### src/rtl/fpga_status_pkg.sv
// Shared types and constants for the FPGA self-check status monitor.
package fpga_status_pkg;

  typedef enum logic [1:0] {
    IDLE = 2'd0,
    RUN  = 2'd1,
    PASS = 2'd2,
    FAIL = 2'd3
  } status_t;

  localparam int unsigned LED_RUN   = 3;
  localparam int unsigned LED_OK    = 2;
  localparam int unsigned LED_FAIL  = 1;
  localparam int unsigned LED_PWR   = 0;

  localparam int unsigned WRCOUNT_W = 16;

endpackage

### src/rtl/fpga_status_monitor_sat_counter.sv
// Up-counter that sticks at its all-ones value instead of wrapping.
module sat_counter #(
  parameter int unsigned WIDTH = 16
) (
  input  logic             ph1,
  input  logic             reset,
  input  logic             en,
  input  logic             clr,
  output logic [WIDTH-1:0] count
);

  // Count enabled events, hold at max, synchronous clear wins over enable.
  always_ff @(posedge ph1 or posedge reset) begin
    if (reset)
      count <= '0;
    else if (clr)
      count <= '0;
    else if (en && (count != '1))
      count <= count + WIDTH'(1);
  end

endmodule

### src/rtl/fpga_status_monitor.sv
// Watches core stores and decides pass/fail of the test program; drives the
// board LEDs {running, succeeded, failed, power}.
//
//   state | meaning
//   IDLE  | one cycle after reset release, stores ignored
//   RUN   | program executing, counters running
//   PASS  | success store seen, terminal until reset
//   FAIL  | wrong data at success address or timeout, terminal until reset
module fpga_status_monitor
  import fpga_status_pkg::*;
#(
  parameter logic [31:0] SUCCESS_ADR  = 32'h0000_0054,
  parameter logic [31:0] SUCCESS_DATA = 32'h0000_0007,
  parameter int unsigned TIMEOUT_W    = 24,
  parameter int unsigned BLINK_W      = 22
) (
  input  logic                 ph1,
  input  logic                 reset,
  input  logic                 memwrite,
  input  logic [31:0]          dataadr,
  input  logic [31:0]          writedata,
  output logic [3:0]           leds,
  output logic                 done,
  output logic                 passed,
  output logic [WRCOUNT_W-1:0] wrcount
);

  status_t              state, state_next;
  logic [TIMEOUT_W-1:0] tmo_q;
  logic [BLINK_W-1:0]   blink_q, blink_next;
  logic                 decisive;
  logic                 tmo_hit;
  logic [3:0]           leds_next;
  logic                 done_next, passed_next;

  assign decisive = memwrite && (dataadr == SUCCESS_ADR);
  assign tmo_hit  = &tmo_q;

  // Blink value the LED decode will see after this edge; only moves in RUN.
  assign blink_next = (state == RUN) ? blink_q + BLINK_W'(1) : blink_q;

  // State register.
  always_ff @(posedge ph1 or posedge reset) begin
    if (reset)
      state <= IDLE;
    else
      state <= state_next;
  end

  // Next-state: a decisive store takes priority over the timeout.
  always_comb begin
    state_next = state;
    case (state)
      IDLE: state_next = RUN;
      RUN: begin
        if (decisive)
          state_next = (writedata == SUCCESS_DATA) ? PASS : FAIL;
        else if (tmo_hit)
          state_next = FAIL;
      end
      default: state_next = state;
    endcase
  end

  // Output decode from next-state so the registered outputs track the state.
  always_comb begin
    leds_next          = '0;
    leds_next[LED_PWR] = 1'b1;
    done_next          = 1'b0;
    passed_next        = 1'b0;
    case (state_next)
      RUN:  leds_next[LED_RUN] = ~blink_next[BLINK_W-1];
      PASS: begin
        leds_next[LED_OK] = 1'b1;
        done_next         = 1'b1;
        passed_next       = 1'b1;
      end
      FAIL: begin
        leds_next[LED_FAIL] = 1'b1;
        done_next           = 1'b1;
      end
      default: ;
    endcase
  end

  // Registered outputs; power LED stays lit through reset.
  always_ff @(posedge ph1 or posedge reset) begin
    if (reset) begin
      leds   <= 4'b0001;
      done   <= 1'b0;
      passed <= 1'b0;
    end else begin
      leds   <= leds_next;
      done   <= done_next;
      passed <= passed_next;
    end
  end

  // Timeout and blink wrap counters, frozen outside RUN.
  always_ff @(posedge ph1 or posedge reset) begin
    if (reset) begin
      tmo_q   <= '0;
      blink_q <= '0;
    end else begin
      blink_q <= blink_next;
      if (state == RUN)
        tmo_q <= tmo_q + TIMEOUT_W'(1);
    end
  end

  sat_counter #(
    .WIDTH (WRCOUNT_W)
  ) u_wrcount (
    .ph1   (ph1),
    .reset (reset),
    .en    ((state == RUN) && memwrite),
    .clr   (1'b0),
    .count (wrcount)
  );

endmodule

### config.mk
export PLATFORM = sky130hd
export DESIGN_NAME = fpga_status_monitor
export DESIGN_NICKNAME = d
export VERILOG_FILES = /design/src/rtl/fpga_status_pkg.sv /design/src/rtl/fpga_status_monitor_sat_counter.sv /design/src/rtl/fpga_status_monitor.sv
export SDC_FILE = /design/constraint.sdc
export NUM_CORES = 1
export LEC_CHECK = 0
export ABC_CLOCK_PERIOD_IN_PS = 2500
export CAP_MARGIN = 20
export CORE_UTILIZATION = 48
export DETAILED_ROUTE_END_ITERATION = 12
export PLACE_DENSITY_LB_ADDON = 0.05
export SLEW_MARGIN = 20
export SYNTH_ARGS = -nofsm -noshare
export SYNTH_HDL_FRONTEND = slang
export SYNTH_SLANG_ARGS = --single-unit
### constraint.sdc
create_clock -name ph1 -period 2.5 [get_ports ph1]
set_clock_uncertainty 0.05 [all_clocks]
set_input_delay 0.5 -clock ph1 [delete_from_list [all_inputs] [get_ports ph1]]
set_output_delay 0.5 -clock ph1 [all_outputs]
set_load 0.02 [all_outputs]
==> flow_summary.yaml, run 1 <==
critical_path:
  cp-end-kind: "register"
  cp_max_fo: 6
  max_stage_delay_ns: 0.54
  rr_endpoint: "u_wrcount.count[9]"
  cp.depth: 5
  cp-start-kind: "register"
  cp_slowest_cell: "nor4_1"
  crit_chain: "nand4_1 -> nor4_1 -> or4_1 -> nor2_1 -> xor2_1"
  cp.buffers_inverters: 0
  critPathKind: "reg -> reg"
  required_ns: 2.67
  critPathTopFamily: "simple AND/OR/NAND/NOR gates"
  rr_startpoint: "u_wrcount.count[5]"
  arrival_ns: 2.27
  rrSetupSlack_ns: 0.40
  r2r_cells: 5
timing:
  setup_tns_ns: 0
  min_period_ns: 2.102
  hold_violations: 0
  slew_violations: 0
  grt_setup_unrepaired: "no"
  holdWs_ns: 0.4155
  finalCritPeriodShare: 0.8407
  setup_viol: 0
  max_freq_mhz: 475.8
grt:
  track_usage: 0.2035
  antenna_found_initial: 0
  grt_pass1_wl_um: 11100
  grt_max_degree: 48
  grt_overflow: 0
  grt_pass1_vias: 2473
place:
  place_congestion: 0.7362
  port_buffers: 87
  dp_hpwl_um: 4890
cts:
  ctsHoldBuffers: 0
  ctsResizeCount: 0
  htreeDepth: 3
  cts_setup_buffers: 0
  cts_root_buf: "clkbuf_8"
  cts.sinks: 68
  cts_tree: "done"
  clk_latency_ns: 0.33
  cts_inserted_buffers: 9
  clk_pin_slew_worst_paths_ns: 0.07
  ctsLongestPathBuffers: 2
synthesis:
  yosys.area.top_type_share: 0.5384
  ys.flop_type: "dfrtp_1"
  yosys-top-cells-area: "dfrtp_1 54%, xnor2_1 11%, xor2_1 5.8%, nand2_1 3.2%, nand4_1 3.2%"
  yosys_warnings: 0
  synth_area_mm2: 0.003161
  post-synth-top-area-cell: "dfrtp_1"
  seq_area_frac_synth: 0.5384
  ys_ff_latch: 68
  synth.distinct_cells: 33
  synth_area_per_cell_um2: 11.13
  syn_nets: 354
  netlist_instances: 284
  synth_edf_count: 0
  synth_async_sr_flop_share: 1.000
  synthTopCellsByCount: "68 x dfrtp_1, 38 x xnor2_1, 27 x nand2_1, 21 x nor2_1, 21 x xor2_1"
  yosysMostFrequentCell: "dfrtp_1"
drt:
  via_per_inst: 5.236
  wire_per_inst_um: 13.80
  wl_um: 6363
  ant_nets: 0
  drc: 0
  drtIter0Drc: 85
  vias: 2414
  firstDrtPassIters: 4
die:
  die_h_um: 83.15
  top_level_ports: 89
  dieArea_mm2: 0.006913
  row_count: 29
  core_mm2: 0.006350
  initial_core_util: 0.4977
  die_x_um: 83.15
hold_path:
  worstHoldStart: "blink_q[12]"
  hold_path_depth: 1
  hold_class: "reg -> reg"
  holdPathEnd: "blink_q[12]"
power_and_ir_drop:
  power.share.clock: 0.381
  power_frac_seq: 0.464
  powerDensity_mw_per_mm2: 606.8
  peakVddDrop_v: 0.0003865
  p_int_mw: 2.008
  p_leak_nw: 1.920
  switching_power_mw: 0.6276
  swShare: 0.2381
  pwr-share-comb: 0.155
layout:
  fin_nets: 449
  drive_gt1_frac: 0.07031
  area_growth_pct: 37.45
  fillCellCount: 465
  n_antenna_cell: 0
run:
  maxCapViolations: 0
outcome:
  outcome: "finished, final reports clean"
## per-stage QoR
step	power [mW]	area, um^2	utilization	setup WS (ns)	cells
finish	2.636	4344	0.6841	0.3983	461
global route	2.745	4344	0.6841	0.2058	461
CTS	2.667	4344	0.6841	0.4123	461
detailed placement	1.655	4116	0.6483	0.1299	445
global placement	1.644	4116	0.6483	0.2577	445
floorplan	1.406	3161	-	0.2385	284
## routing by layer
layer	up-vias	global-route usage	wire length, um
li1	1178	-	-
met1	1164	0.2518	2743
met2	61	0.3435	3239
met3	11	0.04771	290
met4	0	0.08150	90
met5	-	0	0
## power groups by stage
stage | clock, mW | combinational [mW] | sequential, mW
finish | 1.00 | 0.408 | 1.22
global route | 1.08 | 0.437 | 1.23
CTS | 1.03 | 0.414 | 1.22
detailed placement | 0 | 0.411 | 1.24
global placement | 0 | 0.401 | 1.24
floorplan | 0 | 0.110 | 1.30
## logic make-up (layout without fill, tap and decap cells)
family,count (synthesis),count (layout),synth area share
mux,3,3,0.01069
flops,68,68,0.5384
other cells,1,1,0.001187
compound gates,5,5,0.01267
fa+ha+maj,3,3,0.01188
xor+xnor,59,59,0.1635
simple gates,135,135,0.2435
buf+inv,10,110,0.01821
## registers in the layout, indices dropped and copies added (netlist names)
name	count
state	2
blink_q	22
done	1
leds	3
u_wrcount.count	16
tmo_q	24
## cells in the final DEF (no fill, tap or decap), types with 4 or more instances in the layout
master / instances
and3_1: 8
and4_1: 5
clkbuf_8: 11
clkdlybuf4s50_1: 87
dfrtp_1: 68
inv_1: 4
nand2_1: 27
nand3_1: 19
nand4_1: 16
nor2_1: 21
nor3_1: 6
nor4_1: 11
nor4b_1: 4
xnor2_1: 38
xor2_1: 21
## worst max-delay path by stage
stage                       startpoint                  end  slack (ns)
global placement              memwrite  u_wrcount.count[13]        0.26
floorplan                        reset           blink_q[0]        0.24
CTS                 u_wrcount.count[5]   u_wrcount.count[9]        0.41
finish              u_wrcount.count[5]   u_wrcount.count[9]        0.40
global route        u_wrcount.count[5]   u_wrcount.count[9]        0.21
detailed placement            memwrite              leds[3]        0.13
## cell type report
cell class	count	area, um^2	area share
Clock inverter	3	68.82	0.01584
Clock buffer	13	158.9	0.03658
Timing Repair Buffer	89	898.4	0.2068
Tap cell	77	96.34	0.02218
Inverter	5	18.77	0.004320
Multi-Input combinational cell	206	1401	0.3226
Sequential cell	68	1702	0.3917
(Power assumes the default switching activity.)
==> run 2, diff against run 1 <==
--- a/config.mk
+++ b/config.mk
@@ -5,9 +5,9 @@
 export SDC_FILE = /design/constraint.sdc
 export NUM_CORES = 1
 export LEC_CHECK = 0
-export ABC_CLOCK_PERIOD_IN_PS = 2500
+export ABC_CLOCK_PERIOD_IN_PS = 1800
 export CAP_MARGIN = 20
-export CORE_UTILIZATION = 48
+export CORE_UTILIZATION = 43
 export DETAILED_ROUTE_END_ITERATION = 12
 export PLACE_DENSITY_LB_ADDON = 0.05
 export SLEW_MARGIN = 20
==> constraint.sdc (replaced) <==
create_clock -name ph1 -period 1.8 [get_ports ph1]
set_clock_uncertainty 0.05 [all_clocks]
set_input_delay 0.36 -clock ph1 [delete_from_list [all_inputs] [get_ports ph1]]
set_output_delay 0.36 -clock ph1 [all_outputs]
set_load 0.02 [all_outputs]
==> flow_summary.yaml, run 2 (same netlist as run 1, synthesis figures left out) <==
die:
  top_level_ports: 89
  initial_core_util: 0.4551
  die_h_um: 87.73
  row_count: 30
  dieArea_mm2: 0.007697
  die_x_um: 87.73
  core_mm2: 0.006944
critical_path:
  cp-start-kind: "register"
  cp_max_fo: 6
  critPathKind: "reg -> reg"
  required_ns: 2.01
  arrival_ns: 1.96
  r2r_cells: 7
  cp-end-kind: "register"
layout:
  top_register: "tmo_q"
  reg.largest.list: "tmo_q: 24 flops, blink_q: 22 flops, u_wrcount.count: 16 flops"
  fillCellCount: 549
  drive_gt1_frac: 0.1723
  fin_util: 0.6726
  seq_area_mm2: 0.001708
  fin_cells: 508
  final_common_cell: "clkdlybuf4s50_1"
  area_growth_pct: 47.78
  final_cell_mix: "74 x clkdlybuf4s50_1, 63 x dfrtp_1, 38 x xnor2_1"
  n_antenna_cell: 0
  multi_input_area_mm2: 0.001449
  largest_reg_flops: 24
  fin_nets: 477
drt:
  wl_um: 6677
  drtIter0Drc: 48
  ant_nets: 0
  wire_per_inst_um: 13.14
  drc: 0
  vias: 2476
  firstDrtPassIters: 4
  via_per_inst: 4.874
power_and_ir_drop:
  p_leak_nw: 2.173
  powerDensity_mw_per_mm2: 835.4
  peakVddDrop_v: 0.0004815
grt:
  grt_max_degree: 20
  grt_overflow: 0
  grt_pass1_vias: 2509
  grt_pass1_wl_um: 11080
  antenna_found_initial: 0
  track_usage: 0.1866
cts:
  cts_setup_buffers: 0
  ctsHoldBuffers: 0
  cts.sinks: 68
  clk_latency_ns: 0.34
  cts_tree: "done"
  htreeDepth: 3
  cts_inserted_buffers: 9
  clk_pin_slew_worst_paths_ns: 0.08
  cts_root_buf: "clkbuf_8"
  ctsLongestPathBuffers: 2
outcome:
  outcome: "finished, final reports clean"
place:
  placed_cells: 492
  port_buffers: 87
  place_congestion: 0.7347
  dp_hpwl_um: 5182
hold_path:
  hold_class: "in -> async"
timing:
  hold_violations: 0
  slew_violations: 0
  finalCritPeriodShare: 0.9710
  min_period_ns: 1.748
  max_freq_mhz: 572.1
  setup_viol: 0
  grt_setup_unrepaired: "yes"
run:
  maxCapViolations: 0
## run 2: cell count changes in the layout (fill, tap and decap cells not counted), moves of 2 or more
cell / change
buf_4: +26
clkbuf_8: -2
nor2_1: -2
dfrtp_1: -5
clkdlybuf4s50_1: -13
dfrtp_2: +5
clkbuf_1: -2
dlymetal6s2s_1: +4
nor2_2: +2
clkinvlp_4: +2
dlygate4sd2_1: +9
## run 2: final cells by class
class                      count  area share
timing repair buffer         117      0.2406
multi-input combinational    206      0.3102
inverter                       5    0.004822
clock inverter                 7     0.02652
clock buffer                   9     0.02652
tap                           96     0.02572
sequential                    68      0.3657
## run 2: routing by layer
layer	vias up	share of wire	track usage	wire, um
met3	10	0.027	0.03393	183
met1	1187	0.45	0.2403	3032
met4	0	0.011	0.07154	76
met5	-	0	0	0
li1	1239	-	-	-
met2	40	0.51	0.3129	3385
## run 2: repair_timing
action | CTS | global route
endpoints found under the setup margin | 10 | 17
resized for setup | 10 | 13
pin swaps | 0 | 6
cloned | 0 | 0
endpoints found under the hold margin | 0 | 0
## run 2: worst paths after layout
path / start / end / slack [ns]
worst max register to register: u_wrcount.count[1] / u_wrcount.count[13] / 0.05
min in group ph1: blink_q[12] / blink_q[12] / 0.42
max in group asynchronous: reset / tmo_q[14] / 0.95
worst min register to register: blink_q[12] / blink_q[12] / 0.42
worst max-delay path: u_wrcount.count[1] / u_wrcount.count[13] / 0.05
worst min-delay path: reset / leds[2] / 0.32
## run 2: power by group
| group | switching, mW | internal, mW |
|---|---|---|
| Clock | 0.613 | 0.930 |
| Sequential | 0.0538 | 1.61 |
| Combinational | 0.317 | 0.381 |
## run 2: critical path, cell delays in order, from the launching register on
cell	delay, ns
dfrtp_2	0.43
ha_4	0.17
nand4_1	0.12
nor4_2	0.06
or4_4	0.42
buf_6	0.16
nor3_4	0.12
xor2_1	0.16
## run 2: stage by stage
step,instance area (um^2),setup TNS (ns),hold WS (ns),power (mW),setup WS (ns)
after floorplan,3179,0,0.3848,1.965,0.02527
after global placement,4382,-2.665,0.3989,2.409,-0.2713
after detailed placement,4382,-3.391,0.4059,2.418,-0.3656
after CTS,4623,0,0.3243,3.911,0.003240
after global routing,4671,-0.03466,0.3497,4.053,-0.02030
final,4671,0,0.3210,3.902,0.05214
